File: src/rtl/dec138_pkg.sv
// Purpose: shared types and sizes for the round-robin 74138 scheduler.
//   DEC_N  : number of decoder outputs / requesters
//   SEL_W  : width of the decoder select code {c,b,a}
//   state_t: scheduler state encoding (2 bits)
package dec138_pkg;

    localparam int unsigned DEC_N = 8;
    localparam int unsigned SEL_W = 3;

    typedef enum logic [1:0] {
        ST_IDLE  = 2'd0,
        ST_SETUP = 2'd1,
        ST_GRANT = 2'd2,
        ST_GAP   = 2'd3
    } state_t;

endpackage

File: src/rtl/dec138_rr_sched_if.sv
// Purpose: request/decoder bundle between requesters and the scheduler.
//   req        : per-requester request (requester side drives)
//   g1/g2a/g2b : decoder enables (scheduler drives)
//   a/b/c      : decoder select, a = LSB (scheduler drives)
//   y_n        : active-low select lines (scheduler drives)
//   gnt_id     : currently selected requester {c,b,a}
//   busy       : scheduler not idle
interface dec138_rr_sched_if;
    import dec138_pkg::*;

    logic [DEC_N-1:0] req;
    logic             g1;
    logic             g2a;
    logic             g2b;
    logic             a;
    logic             b;
    logic             c;
    logic [DEC_N-1:0] y_n;
    logic [SEL_W-1:0] gnt_id;
    logic             busy;

    modport master (
        output req,
        input  g1, g2a, g2b, a, b, c, y_n, gnt_id, busy
    );

    modport slave (
        input  req,
        output g1, g2a, g2b, a, b, c, y_n, gnt_id, busy
    );

endinterface

File: src/rtl/ic_74138.sv
// Purpose: behavioural model of the 74138 3-to-8 line decoder.
//   g1, g2a, g2b : enables (g1 active-high, g2a/g2b active-low)
//   a, b, c      : select inputs, a = LSB
//   y            : active-low outputs; all high when disabled
module ic_74138 (
    input  logic       g1,
    input  logic       g2a,
    input  logic       g2b,
    input  logic       a,
    input  logic       b,
    input  logic       c,
    output logic [7:0] y
);

    // One output low only when fully enabled.
    always_comb begin
        y = 8'hFF;
        if (g1 && !g2a && !g2b) begin
            y[{c, b, a}] = 1'b0;
        end
    end

endmodule

File: src/rtl/dec138_rr_sched.sv
// Purpose: round-robin scheduler sharing one 74138 among eight requesters.
//   Select code is loaded in IDLE and enable is raised one cycle later, so
//   the code is always stable while the decoder is enabled.
//   clk   : rising-edge clock
//   rst_n : asynchronous active-low reset
//   bus   : slave side of dec138_rr_sched_if (req in; enables, select,
//           y_n, gnt_id, busy out)
//   HOLD_MAX (1..15): max consecutive enabled cycles per grant
//   GAP      (0..7) : idle turnaround cycles after each grant
module dec138_rr_sched
    import dec138_pkg::*;
#(
    parameter int unsigned HOLD_MAX = 4,
    parameter int unsigned GAP      = 1
) (
    input  logic              clk,
    input  logic              rst_n,
    dec138_rr_sched_if.slave  bus
);

    localparam int unsigned CNT_W = 4;
    localparam int unsigned GAP_W = 3;

    state_t           state, state_nxt;
    logic             en, en_nxt;
    logic [SEL_W-1:0] sel, sel_nxt;
    logic [SEL_W-1:0] last, last_nxt;
    logic [CNT_W-1:0] cnt, cnt_nxt;
    logic [GAP_W-1:0] gap_cnt, gap_cnt_nxt;
    logic [DEC_N-1:0] req;
    logic [DEC_N-1:0] y;

    // Rotate so that last+1 sits at bit 0, then take the lowest set bit.
    function automatic logic [SEL_W-1:0] rr_pick(input logic [DEC_N-1:0] r,
                                                 input logic [SEL_W-1:0] prev);
        logic [SEL_W-1:0] start;
        logic [DEC_N-1:0] rot;
        logic [SEL_W-1:0] off;
        logic             found;
        start = prev + SEL_W'(1);
        rot   = DEC_N'({r, r} >> start);
        off   = '0;
        found = 1'b0;
        for (int k = 0; k < DEC_N; k++) begin
            if (!found && rot[k]) begin
                off   = SEL_W'(k);
                found = 1'b1;
            end
        end
        return start + off;
    endfunction

    assign req = bus.req;

    // State and output registers.
    always_ff @(posedge clk or negedge rst_n) begin
        if (!rst_n) begin
            state   <= ST_IDLE;
            en      <= 1'b0;
            sel     <= '0;
            last    <= SEL_W'(7);
            cnt     <= '0;
            gap_cnt <= '0;
        end else begin
            state   <= state_nxt;
            en      <= en_nxt;
            sel     <= sel_nxt;
            last    <= last_nxt;
            cnt     <= cnt_nxt;
            gap_cnt <= gap_cnt_nxt;
        end
    end

    // Next-state and next-output logic.
    always_comb begin
        state_nxt   = state;
        en_nxt      = en;
        sel_nxt     = sel;
        last_nxt    = last;
        cnt_nxt     = cnt;
        gap_cnt_nxt = gap_cnt;
        case (state)
            ST_IDLE: begin
                en_nxt = 1'b0;
                if (|req) begin
                    sel_nxt   = rr_pick(req, last);
                    state_nxt = ST_SETUP;
                end
            end
            ST_SETUP: begin
                if (req[sel]) begin
                    en_nxt    = 1'b1;
                    cnt_nxt   = CNT_W'(1);
                    last_nxt  = sel;
                    state_nxt = ST_GRANT;
                end else begin
                    en_nxt    = 1'b0;
                    state_nxt = ST_IDLE;
                end
            end
            ST_GRANT: begin
                if (!req[sel] || (cnt == CNT_W'(HOLD_MAX))) begin
                    en_nxt = 1'b0;
                    if (GAP == 0) begin
                        state_nxt = ST_IDLE;
                    end else begin
                        gap_cnt_nxt = GAP_W'(1);
                        state_nxt   = ST_GAP;
                    end
                end else begin
                    cnt_nxt = cnt + CNT_W'(1);
                end
            end
            ST_GAP: begin
                en_nxt = 1'b0;
                if (gap_cnt >= GAP_W'(GAP)) begin
                    state_nxt = ST_IDLE;
                end else begin
                    gap_cnt_nxt = gap_cnt + GAP_W'(1);
                end
            end
            default: begin
                en_nxt    = 1'b0;
                state_nxt = ST_IDLE;
            end
        endcase
    end

    ic_74138 u_dec (
        .g1  (en),
        .g2a (~en),
        .g2b (~en),
        .a   (sel[0]),
        .b   (sel[1]),
        .c   (sel[2]),
        .y   (y)
    );

    assign bus.g1     = en;
    assign bus.g2a    = ~en;
    assign bus.g2b    = ~en;
    assign bus.a      = sel[0];
    assign bus.b      = sel[1];
    assign bus.c      = sel[2];
    assign bus.y_n    = y;
    assign bus.gnt_id = sel;
    assign bus.busy   = (state != ST_IDLE);

endmodule

File: src/flat_wrapper.sv
// flat-port wrapper written by rule: the top's interface ports become plain ports
module dec138_rr_sched_flat import dec138_pkg::*;
#(
    parameter int unsigned HOLD_MAX = 4,
    parameter int unsigned GAP      = 1
)
  (clk, rst_n, bus_req, bus_g1, bus_g2a, bus_g2b, bus_a, bus_b, bus_c, bus_y_n, bus_gnt_id, bus_busy);
  dec138_rr_sched_if bus_i ();
  input  logic clk;
  input  logic rst_n;
  input wire logic [$bits(bus_i.req)-1:0] bus_req;
  output wire logic [$bits(bus_i.g1)-1:0] bus_g1;
  output wire logic [$bits(bus_i.g2a)-1:0] bus_g2a;
  output wire logic [$bits(bus_i.g2b)-1:0] bus_g2b;
  output wire logic [$bits(bus_i.a)-1:0] bus_a;
  output wire logic [$bits(bus_i.b)-1:0] bus_b;
  output wire logic [$bits(bus_i.c)-1:0] bus_c;
  output wire logic [$bits(bus_i.y_n)-1:0] bus_y_n;
  output wire logic [$bits(bus_i.gnt_id)-1:0] bus_gnt_id;
  output wire logic [$bits(bus_i.busy)-1:0] bus_busy;
  assign bus_i.req = bus_req;
  assign bus_g1 = bus_i.g1;
  assign bus_g2a = bus_i.g2a;
  assign bus_g2b = bus_i.g2b;
  assign bus_a = bus_i.a;
  assign bus_b = bus_i.b;
  assign bus_c = bus_i.c;
  assign bus_y_n = bus_i.y_n;
  assign bus_gnt_id = bus_i.gnt_id;
  assign bus_busy = bus_i.busy;
  dec138_rr_sched #(.HOLD_MAX(HOLD_MAX), .GAP(GAP)) u_core (.clk(clk), .rst_n(rst_n), .bus(bus_i));
endmodule
File: config.mk
export PLATFORM = sky130hd
export DESIGN_NAME = dec138_rr_sched_flat
export DESIGN_NICKNAME = d
export VERILOG_FILES = /design/src/rtl/dec138_pkg.sv /design/src/rtl/dec138_rr_sched_if.sv /design/src/rtl/ic_74138.sv /design/src/rtl/dec138_rr_sched.sv /design/src/flat_wrapper.sv
export SDC_FILE = /design/constraint.sdc
export NUM_CORES = 1
export LEC_CHECK = 0
export ABC_AREA = 0
export CAP_MARGIN = 10
export CORE_ASPECT_RATIO = 1.25
export CORE_MARGIN = 1.5
export CORE_UTILIZATION = 40
export DETAILED_ROUTE_END_ITERATION = 16
export PLACE_DENSITY_LB_ADDON = 0.08
export SLEW_MARGIN = 20
export SYNTH_ARGS = -nofsm -noshare
export SYNTH_HDL_FRONTEND = slang
export SYNTH_SLANG_ARGS = --single-unit
File: constraint.sdc
create_clock -name clk -period 3.51 [get_ports clk]
set_input_delay 0.5265 -clock clk [delete_from_list [all_inputs] [get_ports clk]]
set_output_delay 0.5265 -clock clk [all_outputs]
set_load 0.05 [all_outputs]
==> metrics.cfg, run 1 <==
[floorplan]
die_h_um=72.9
pin_count=28
num_rows=25
die_w_um=58.9
initial_core_util_pct=41.6
dieArea_um2=4290
core_um2=3750

[route]
drtAntennaViolNets=0
drtIter0Drc=42
wl_mm=3.95
dr.pass1.iters=4
drc_errors=0
drt-wirelength-per-cell_um=15.6
via_per_inst=5.69
vias=1445

[worst_setup_path]
rrSetupSlack_ns=0.19
ff2ff_path_depth=15
cp_num_buf_inv=3
cp_cell_sequence=ha_4, buf_6, mux2_2, o21ai_0, a32o_1, a221oi_1, a31oi_1, ha_1, inv_1, fa_1, xor2_1, inv_1, nor2_1, a32oi_1, o311ai_1
critPathTopFamily=compound AO/OA/AOI/OAI gates
end_kind=flip-flop
crit_path_start_kind=flip-flop
cp_slowest_cell=dfstp_2
cp_data_arrival_time_ns=3.44
reg2reg_to=u_core.bus.gnt_id[2]
required_ns=3.62
critPathMaxStageDelay_ns=0.57
r2r-start=u_core.last[1]
path_class=reg -> reg
startpoint=u_core.last[1]
crit_cells=15
worst-path-max-fanout=8
cp-endpoint=u_core.bus.gnt_id[2]
crit_top_cell=inv_1

[pwr]
clkPwrFrac_pct=7.1
p_int_uw=1140
p_total_uw=2280
ir_drop_uv=458
pwr-share-comb_pct=76.2
p_switching_uw=1140
power.density_nw_per_um2=1130
swShare_pct=50.0
leakagePower_uw=0.000834
p_seq_share_pct=16.7

[clocking]
cts-root-buf=clkbuf_8
numCtsBuffers=3
clkTransAtPathRegs_ns=0.06
clock_latency_ns=0.25
cts_tree=yes
clkSinkCount=16
cts.path.max_buffers=2
htree_num_levels=1

[synth]
ys_ff_latch=16
ys_types=48
synthArstFlopShare_pct=100
synth_area_per_cell_um2=8.63
synth.area.top_cells=dfrtp_1, ha_1, mux2i_1
seq_area_frac_synth_pct=25.9
yosysTopAreaCell=dfrtp_1
syn_inst=181
synth_area_um2=1560
synth_nets=203
synth_top_area_share_pct=20.8
ys_warn_count=0
ys.flop_type=dfrtp_1
synth_edf_count=0

[sta]
slew_headroom_pct=49.6
period_share_pct=94.7
tightest_slew_ns=0.754
fmax_mhz=301
slew_viol_final=0
fin_hold_ws_ns=0.540
skew_ns=0.00302
setup_slack_ns=0.187
hold_viol_final=0
min_period_ns=3.32
setup_violations=0

[global_routing]
grt_pass1_vias=1465
antenna_found_initial=0
grt_max_degree=17
grt_pass1_wl_mm=6.44
gr-total-overflow=0
grt_use_total_pct=19.3

[finish]
fillers=377
layout.nets=237
drive_gt1_share_pct=19.6
num_antenna_cells=0
final_common_cell=nand2_1
mostFrequentLayoutCells=nand2_1, clkdlybuf4s50_1, inv_1, dfrtp_1, buf_4
stdcell_count=254
syn2layout_area_growth_pct=29.2

[placed_design]
hpwl_mm=3.10
dp_slack_ns=-0.0372
place_congestion=0.906
portBuffers=27
dp.cells=250

[hold_path]
hold_class=reg -> reg

[flow_run]
maxCapViolCount=0

[status]
status=finished clean

cells in the mapped netlist, types with 3 or more instances:
cell	instances
o21ai_0	7
nor2_1	10
a21oi_1	6
ha_1	11
mux2_2	7
inv_1	13
o32a_1	3
nand2_1	29
nor3_1	3
and2_1	3
buf_6	3
buf_4	5
dfstp_2	3
mux2i_1	13
nand3_1	9
nor2b_1	4
dfrtp_1	13
worst min-delay path by stage:
stage / startpoint / endpoint / slack, ns / depth (start not counted)
final: u_core.gap_cnt[0] / u_core.gap_cnt[0] / 0.54 / 1
after global routing: u_core.gap_cnt[2] / u_core.gap_cnt[2] / 0.57 / 2
after CTS: u_core.cnt[3] / u_core.cnt[3] / 0.54 / 2
after detailed placement: u_core.cnt[3] / u_core.cnt[3] / 0.53 / 2
after global placement: u_core.gap_cnt[0] / u_core.gap_cnt[0] / 0.50 / 1
after floorplan: rst_n / async pin / 0.23 / 0
cell families (layout without fill, tap and decap cells):
logic type | after synthesis | after routing | share of synthesized area (%)
AND/OR/NAND/NOR | 69 | 69 | 21.1
flip-flops | 16 | 16 | 25.9
multiplexers | 23 | 23 | 17.7
adder cells (fa/ha/maj) | 12 | 12 | 10.1
buffers and inverters | 26 | 59 | 9.05
AO/OA/AOI/OAI | 32 | 32 | 14.6
XOR/XNOR | 3 | 3 | 1.68
timing repair:
action                                  in CTS  in global routing
pin swaps                                    0                  1
endpoints found under the setup margin       1                  1
resized for setup                            1                 12
hold buffers                                 0                  0
setup buffers                                0                  0
power groups by stage:
stage | clock, uW | combinational, uW | sequential [uW]
final | 162 | 1740 | 380
after global routing | 173 | 1900 | 398
after CTS | 168 | 1630 | 375
after detailed placement | 0 | 1620 | 378
after global placement | 0 | 1600 | 372
after floorplan | 0 | 1200 | 392
cell type report:
class	count	area [um^2]	share of cell area, %
well taps	40	50.0	2.48
multi-input cells	139	1080	53.4
flip-flops and latches	16	404	20.0
clock buffers	4	55.1	2.73
inverters	14	52.6	2.60
repair buffers	41	379	18.8
per-layer routing:
metal | share of wire, % | global-route usage [%] | up-vias
li1 | - | - | 710
met1 | 40 | 21.1 | 689
met3 | 3.3 | 1.95 | 6
met2 | 55 | 35.9 | 40
met4 | 2.2 | 9.60 | 0
met5 | 0 | 0 | -
registers in the layout, summed over array words and instances (netlist names), named ones only:
name / cells
u_core.bus.gnt_id: 3
u_core.bus.g1: 1
u_core.cnt: 4
u_core.state: 1
u_core.last: 3
u_core.gap_cnt: 3
metrics by stage:
stage	instance area [um^2]	utilization, %	TNS, ns
after global placement	1900	50.6	0
after CTS	1960	52.1	0
after floorplan	1560	-	0
final	2020	53.8	0
after detailed placement	1900	50.6	-0.0372
after global routing	2020	53.8	-0.00738
(Power assumes the default switching activity.)
==> run 2: changes to the inputs <==
--- a/config.mk
+++ b/config.mk
@@ -7,9 +7,11 @@
 export LEC_CHECK = 0
 export ABC_AREA = 0
 export CAP_MARGIN = 10
+export CELL_PAD_IN_SITES_DETAIL_PLACEMENT = 0
+export CELL_PAD_IN_SITES_GLOBAL_PLACEMENT = 2
 export CORE_ASPECT_RATIO = 1.25
-export CORE_MARGIN = 1.5
-export CORE_UTILIZATION = 40
+export CORE_MARGIN = 2
+export CORE_UTILIZATION = 28
 export DETAILED_ROUTE_END_ITERATION = 16
 export PLACE_DENSITY_LB_ADDON = 0.08
 export SLEW_MARGIN = 20
==> constraint.sdc (replaced) <==
create_clock -name clk -period 3 [get_ports clk]
set_input_delay 0.45 -clock clk [delete_from_list [all_inputs] [get_ports clk]]
set_output_delay 0.45 -clock clk [all_outputs]
set_load 0.05 [all_outputs]
==> run 2 against run 1 <==
Net effect:
- the run now ends with negative setup slack left
- first-iteration DRC count shrank 7.1%
- clock skew shrank 0.0024 ns
- global-route usage shrank 3.4 points
==> metrics.cfg, run 2 (synthesized netlist as in run 1, its figures left out) <==
[worst_setup_path]
r2r-start=u_core.last[0]
path_class=reg -> reg
startpoint=u_core.last[0]
rrSetupSlack_ns=-0.25
crit_path_start_kind=flip-flop
worst-path-max-fanout=4
required_ns=3.12
cp_data_arrival_time_ns=3.37
end_kind=flip-flop

[route]
dr.pass1.iters=4
drc_errors=0
wl_mm=4.72
drt-wirelength-per-cell_um=15.7
vias=1540
via_per_inst=5.12
drtIter0Drc=39
drtAntennaViolNets=0

[floorplan]
die_h_um=87.5
pin_count=28
die_w_um=70.8
dieArea_um2=6200
num_rows=30
initial_core_util_pct=28.9
core_um2=5410

[clocking]
clock_latency_ns=0.25
cts.path.max_buffers=2
htree_num_levels=1
cts_tree=yes
cts-root-buf=clkbuf_8
numCtsBuffers=3
clkTransAtPathRegs_ns=0.07
clkSinkCount=16

[placed_design]
hpwl_mm=3.75
portBuffers=27
place_congestion=0.848

[sta]
slew_viol_final=0
min_period_ns=3.25
period_share_pct=108
skew_ns=0.000635
fin_tns_setup_ns=-0.305
slew_headroom_pct=46.9
setup_slack_ns=-0.246
fmax_mhz=308
setup_violations=2
grt_setup_unrepaired=true
hold_viol_final=0
tightest_slew_ns=0.793

[global_routing]
grt_pass1_vias=1659
grt_max_degree=17
gr-total-overflow=0
antenna_found_initial=0
grt_use_total_pct=15.9
grt_pass1_wl_mm=7.76

[finish]
layout.nets=260
syn2layout_area_growth_pct=51.8
drive_gt1_share_pct=33.8
final_common_cell=buf_4
mostFrequentLayoutCells=buf_4, nand2_1, clkdlybuf4s50_1, dfrtp_1, inv_1
num_antenna_cells=0
largest_register_ff_count=4
top_register=u_core.cnt

[hold_path]
hold_path.startpoint=u_core.gap_cnt[2]
hold_class=reg -> reg

[status]
violations=negative setup slack
status=complete, but fails checks

[flow_run]
maxCapViolCount=0

run 2: path summary, 6_finish.rpt:
check	cells after the start	endpoint
min in group asynchronous	1	u_core.gap_cnt[1]
worst min-delay path	2	u_core.gap_cnt[2]
max in group asynchronous	1	u_core.bus.gnt_id[0]
worst max register to register	17	u_core.bus.gnt_id[2]
worst max-delay path	17	u_core.bus.gnt_id[2]
worst min register to register	2	u_core.gap_cnt[2]
run 2: layout make-up:
type,count,area (um^2)
well taps,64,80.1
inverters,14,56.3
repair buffers,64,564
flip-flops and latches,16,404
fillers,548,3030
multi-input cells,139,1210
clock buffers,4,55.1
run 2: per-layer routing:
metal / vias to the layer above / part of all wire, % / track usage [%]
met4: 0 / 2.3 / 6.35
met3: 8 / 1.2 / 1.16
li1: 755 / - / -
met5: - / 0 / 0
met1: 757 / 39 / 17.0
met2: 20 / 58 / 31.9
run 2: repair_timing:
item,in CTS,in global routing
setup buffers,2,1
pin swaps,9,6
gates resized for setup,14,17
endpoints found under the setup margin,2,2
hold buffers,0,0
run 2: stage by stage:
step / std cells / worst slack, ns / instance area, um^2 / util [%] / hold slack [ns]
after floorplan: 181 / -0.234 / 1620 / - / 0.154
after global placement: 294 / -0.372 / 2120 / 39.3 / 0.505
after detailed placement: 294 / -0.407 / 2120 / 39.3 / 0.518
after CTS: 300 / -0.261 / 2270 / 41.9 / 0.537
after global routing: 301 / -0.388 / 2370 / 43.9 / 0.568
final: 301 / -0.246 / 2370 / 43.9 / 0.530
run 2: critical path, stage by stage (launching register included):
cell and delay (ns):
dfstp_2 0.57, ha_4 0.23, buf_6 0.15, mux2i_4 0.19, buf_4 0.15, and2_1 0.16
a32oi_2 0.19, nor2_2 0.08, buf_4 0.16, a31oi_4 0.11, ha_2 0.19, inv_2 0.03
fa_2 0.32, xor2_1 0.16, inv_1 0.07, nor2_1 0.04, a32oi_1 0.19, o311ai_1 0.12
Power of run 2 is left out: the tool's default activity adds up to more than one toggle a clock period on the data nets, which glitch-free logic cannot reach.
